[src/rtl/lc3_mem_pkg.sv]
// Shared definitions for the LC-3 two-port memory model: per-port state
// encoding, the stall LFSR tap mask and its step function.
package lc3_mem_pkg;

    typedef enum logic [1:0] {
        IDLE = 2'd0,
        WAIT = 2'd1,
        DONE = 2'd2
    } port_state_e;

    // Fibonacci taps 16,14,13,11 expressed as bit positions 15,13,12,10
    localparam logic [15:0] LFSR_TAPS = 16'hB400;

    // Wait counter width: holds up to 15 base waits plus 3 random waits
    localparam int CNT_W = 5;

    function automatic logic [15:0] lfsr_next(input logic [15:0] cur);
        return {cur[14:0], ^(cur & LFSR_TAPS)};
    endfunction

endpackage

[src/rtl/lc3_mem_port.sv]
// One memory port: captures a request, counts down its wait states and
// signals the completing edge. A dropped request during WAIT aborts quietly.
module lc3_mem_port #(
    parameter int IDX_W  = 10,
    parameter int DATA_W = 16,
    parameter int LAT    = 0
) (
    input  logic              clock,
    input  logic              reset,
    input  logic              req,
    input  logic              rd,
    input  logic [DATA_W-1:0] din,
    input  logic [IDX_W-1:0]  idx,
    input  logic [1:0]        extra,
    output logic              fire,
    output logic [IDX_W-1:0]  cap_idx,
    output logic              cap_rd,
    output logic [DATA_W-1:0] cap_din,
    output logic              complete
);
    import lc3_mem_pkg::*;

    localparam logic [CNT_W-1:0] LAT_C = CNT_W'(LAT);

    port_state_e      state_r, state_nxt_s;
    logic [CNT_W-1:0] cnt_r, cnt_nxt_s, cnt_load_s;
    logic             load_s;
    logic             fire_s;
    logic             complete_r;
    logic [IDX_W-1:0] cap_idx_r;
    logic             cap_rd_r;
    logic [DATA_W-1:0] cap_din_r;

    assign cnt_load_s = LAT_C + {{(CNT_W-2){1'b0}}, extra};

    // Next-state, counter and capture/fire decode
    always_comb begin
        state_nxt_s = state_r;
        cnt_nxt_s   = cnt_r;
        load_s      = 1'b0;
        fire_s      = 1'b0;
        case (state_r)
            IDLE, DONE: begin
                // DONE also accepts a held request so accesses run back to back
                if (req) begin
                    load_s      = 1'b1;
                    state_nxt_s = WAIT;
                    cnt_nxt_s   = cnt_load_s;
                end else begin
                    state_nxt_s = IDLE;
                    cnt_nxt_s   = {CNT_W{1'b0}};
                end
            end
            WAIT: begin
                if (!req) begin
                    state_nxt_s = IDLE;
                    cnt_nxt_s   = {CNT_W{1'b0}};
                end else if (cnt_r == {CNT_W{1'b0}}) begin
                    state_nxt_s = DONE;
                    fire_s      = 1'b1;
                end else begin
                    cnt_nxt_s   = cnt_r - {{(CNT_W-1){1'b0}}, 1'b1};
                end
            end
            default: begin
                state_nxt_s = IDLE;
                cnt_nxt_s   = {CNT_W{1'b0}};
            end
        endcase
    end

    // State, counter and completion pulse registers
    always_ff @(posedge clock or negedge reset) begin
        if (!reset) begin
            state_r    <= IDLE;
            cnt_r      <= {CNT_W{1'b0}};
            complete_r <= 1'b0;
        end else begin
            state_r    <= state_nxt_s;
            cnt_r      <= cnt_nxt_s;
            complete_r <= fire_s;
        end
    end

    // Request capture taken when an access starts
    always_ff @(posedge clock or negedge reset) begin
        if (!reset) begin
            cap_idx_r <= {IDX_W{1'b0}};
            cap_rd_r  <= 1'b0;
            cap_din_r <= {DATA_W{1'b0}};
        end else if (load_s) begin
            cap_idx_r <= idx;
            cap_rd_r  <= rd;
            cap_din_r <= din;
        end
    end

    assign fire     = fire_s;
    assign cap_idx  = cap_idx_r;
    assign cap_rd   = cap_rd_r;
    assign cap_din  = cap_din_r;
    assign complete = complete_r;

endmodule

[config.mk]
export PLATFORM = sky130hd
export DESIGN_NAME = lc3_mem_port
export DESIGN_NICKNAME = d
export VERILOG_FILES = /design/src/rtl/lc3_mem_pkg.sv /design/src/rtl/lc3_mem_port.sv
export SDC_FILE = /design/constraint.sdc
export NUM_CORES = 1
export LEC_CHECK = 0
export ABC_AREA = 1
export CAP_MARGIN = 20
export CORE_MARGIN = 4
export CORE_UTILIZATION = 30
export CTS_CLUSTER_DIAMETER = 80
export DETAILED_ROUTE_END_ITERATION = 8
export PLACE_DENSITY = 0.61
export SLEW_MARGIN = 40
export SYNTH_ARGS = -nofsm -noshare
export SYNTH_HDL_FRONTEND = slang
export SYNTH_SLANG_ARGS = --single-unit
[constraint.sdc]
create_clock -name clock -period 4 [get_ports clock]
set_clock_uncertainty 0.15 [all_clocks]
set_input_delay 0.8 -clock clock [delete_from_list [all_inputs] [get_ports clock]]
set_output_delay 0.8 -clock clock [all_outputs]
set_load 0.01 [all_outputs]
; ---- Word-level counts from Yosys, hierarchy flattened
; Index checks and enable logic that the tools add are counted.
[totals]
ff_bits = 35
in_bits = 32
output_inout_bits = 29
word_cells = 27
[op_classes]
addsub = 1
eq_ne = 4
n_mux = 13
reduce_logical = 3
[op_table]
columns = operator, count
row1 = 5-bit 2-to-1 mux, 2
row2 = 5-bit one-hot mux with 2 select lines, 1
row3 = 1-bit 2-to-1 mux, 6
row4 = 2-bit 2-to-1 mux, 3
row5 = "3-bit inequality test, second input constant", 2
row6 = 5-bit logical NOT, 1
row7 = "5-bit by 1-bit subtractor with 5-bit output, second input constant", 1
row8 = 2-bit one-hot mux with 2 select lines, 1
row9 = "2-bit by 1-bit equality test with 1-bit output, second input constant", 1
row10 = "2-bit equality test, second input constant", 1
row11 = 2-bit logical NOT, 1
row12 = 2-bit OR reduction, 1

; ---- Longest topological paths before layout
[logic_depth]
ltp_word = 4
mapped_depth = 7
mapped_depth_nobuf = 7

; ---- Least setup slack after synthesis
; Ideal clock, no wire load.
[synth_path]
path_type = input to output
startpoint = input req
endpoint = output fire
arrival_time_ns = 1.217
path_slack_ns = 1.833
cell_stages = 4
path_cell_list = nand2_1 > nor2_4 > nand2_1 > inv_1
[synth_via]
elab_chain_len = 2
[synth_rtl]
columns = element, line_no
row1 = from (decl), lc3_mem_port.sv:10  ; input logic req,
row2 = 1-bit 2-to-1 mux, lc3_mem_port.sv:55  ; if (!req) begin
row3 = 1-bit 2-to-1 mux, lc3_mem_port.sv:42  ; case (state_r)
row4 = to (decl), lc3_mem_port.sv:15  ; output logic fire,
; No other way between the ends.

; ---- Worst setup path after layout
; Same ends and word-level chain as after synthesis.

==> qor.yml <==
hold_buffers: 0
gp_congestion: 0.817
drv_slew: 0
period_needed_ns: 3.26
worstSetupStartpoint: "req"
die_y_um: 78.0
cts_root_buffer: "clkbuf_8"
ys_seq_elements: 35
netlist_area_um2: 1470
worstSetupStartpointType: "input pin"
htreeDepth: 2
p_switching_mw: 0.531
pre_cts_ws_ns: 0.735
cts_buffers: 5
vias: 1282
max_freq_mhz: 307
vias_per_cell: 4.23
r2r_slack_ns: 2.11
hold_viol_final: 0
mostFrequentLayoutCells: "nand2_1 (101), clkdlybuf4s50_1 (59), dfrtp_1 (35)"
ys.warnings.count: 0
p_total_mw: 1.55
seq_area_frac_synth_pct: 59.5
track_usage_pct: 11.4
crit_type: "in2out"
setup_ws_ns: 0.745
row_count: 25
final_core_util_pct: 46.7
place_area_um2: 2100
worstMarginPinSlew_ns: 0.687
dpl.hpwl_um: 2260
switching_share_pct: 34.2
r2r-start: "state_r[0]"
io_buffer_count: 60
r2r-end: "cap_din[6]"
hold_path.class: "in2async"
required_ns: 3.05
peakVddDrop_mv: 0.248
post_cts_resized: 0
p_leak_nw: 1.12
arrival_ns: 2.31
p_seq_share_pct: 37.7
p_per_area_nw_per_um2: 704
max_slew_margin_pct: 54.1
antenna_cells: 0
clock_sinks: 35
cts_buffer_depth: 2
setup_viol: 0
io_pins: 61
path_clk_slew_ns: 0.06
yosysUniqueCellTypes: 11
grt_setup_unrepaired: "no"
drtIter0Drc: 77
tritoncts: "done"
status: "finished clean"
drv_cap: 0
p_clk_share_pct: 19.6
overflow: 0
drt_pass1_iterations: 4
post-route-cell-area_um2: 2210
routed_wirelength_um: 3310
initial_utilization_pct: 31.2
die_area_um2: 6090
fin_nets: 270
mostFrequentLayoutCell: "nand2_1"
fin_crit_sh_pct: 81.4
fin_tns_setup_ns: 0
synth_nets: 208
antenna_found_initial: 0
drt_drc_violations_left: 0
postRouteAntennaNets: 0
wire_per_inst_um: 10.9
grt_pass1_wl_um: 5460
drive_gt1_share_pct: 4.66
syn_inst: 174
reg2reg_depth: 4
coreArea_um2: 4720
synth.avg_cell_area_um2: 8.46
p_int_mw: 1.02
grt_max_degree: 36
comb_power_share_pct: 42.7
clock_latency_ns: 0.29
post_cts_buffers: 0
crit_path_end_kind: "output port"
die_w_um: 78.0
grt_pass1_vias: 1168
path_max_fanout: 7
area_growth_pct: 49.9
[through the flow]
| step | std cells | hold WS [ns] |
|---|---|---|
| global placement | 296 | 0.303 |
| global route | 303 | 0.337 |
| finish | 303 | 0.306 |
| floorplan | 174 | 0.348 |
| detailed placement | 296 | 0.307 |
| CTS | 303 | 0.325 |
[power by group through the flow]
stage	Combinational, mW	Sequential, mW	Clock, mW
floorplan	0.276	0.646	0
global placement	0.668	0.589	0
detailed placement	0.677	0.591	0
CTS	0.678	0.587	0.314
global route	0.734	0.604	0.328
finish	0.663	0.586	0.304
[critical path, stage by stage]
cell and delay (ns):
clkdlybuf4s50_1 0.49, nand2_1 0.09, nor2_4 0.16, nand2_1 0.13, inv_1 0.09, clkdlybuf4s50_1 0.54
[registers in the layout, summed over array words and instances, names as in the netlist]
signal,flops
cap_din,16
cap_idx,10
cap_rd,1
cnt_r,5
complete,1
state_r,2
[synth_stat cells]
cell,count,area share [%]
dfrtp_1,35,60
ha_1,2,1.7
nor2_1,10,2.6
buf_2,1,0.34
nand2_1,101,26
buf_6,4,3.1
o21ai_0,1,0.34
inv_2,2,0.51
nand3_1,7,2.4
nor2_4,2,1.5
inv_1,9,2.3
[worst max-delay path by stage]
| stage | to | cells after the start |
|---|---|---|
| detailed placement | fire | 6 |
| finish | fire | 6 |
| global placement | fire | 6 |
| floorplan | fire | 4 |
| global route | fire | 6 |
| CTS | fire | 6 |
[cell type report]
class                   count  area [um^2]
clock inverters             1         30.0
fillers                   470         2520
flip-flops and latches     35          876
multi-input cells         123          504
well taps                  67         83.8
clock buffers               6         72.6
inverters                  11         41.3
repair buffers             60          598
[kinds of logic after synthesis]
logic type                 synth area share [%]
adders and majority gates                  1.70
AOI/OAI and AO/OA                         0.340
DFF                                        59.5
buffers and inverters                      6.21
and+or+nand+nor                            32.2
[routing by layer]
layer	vias up	global-route usage (%)	share of wire, %
met5	-	0	0
met4	0	5.77	1.5
met3	6	3.44	6.6
met2	42	17.7	48
met1	589	14.4	44
li1	645	-	-
(Power assumes the default switching activity.)
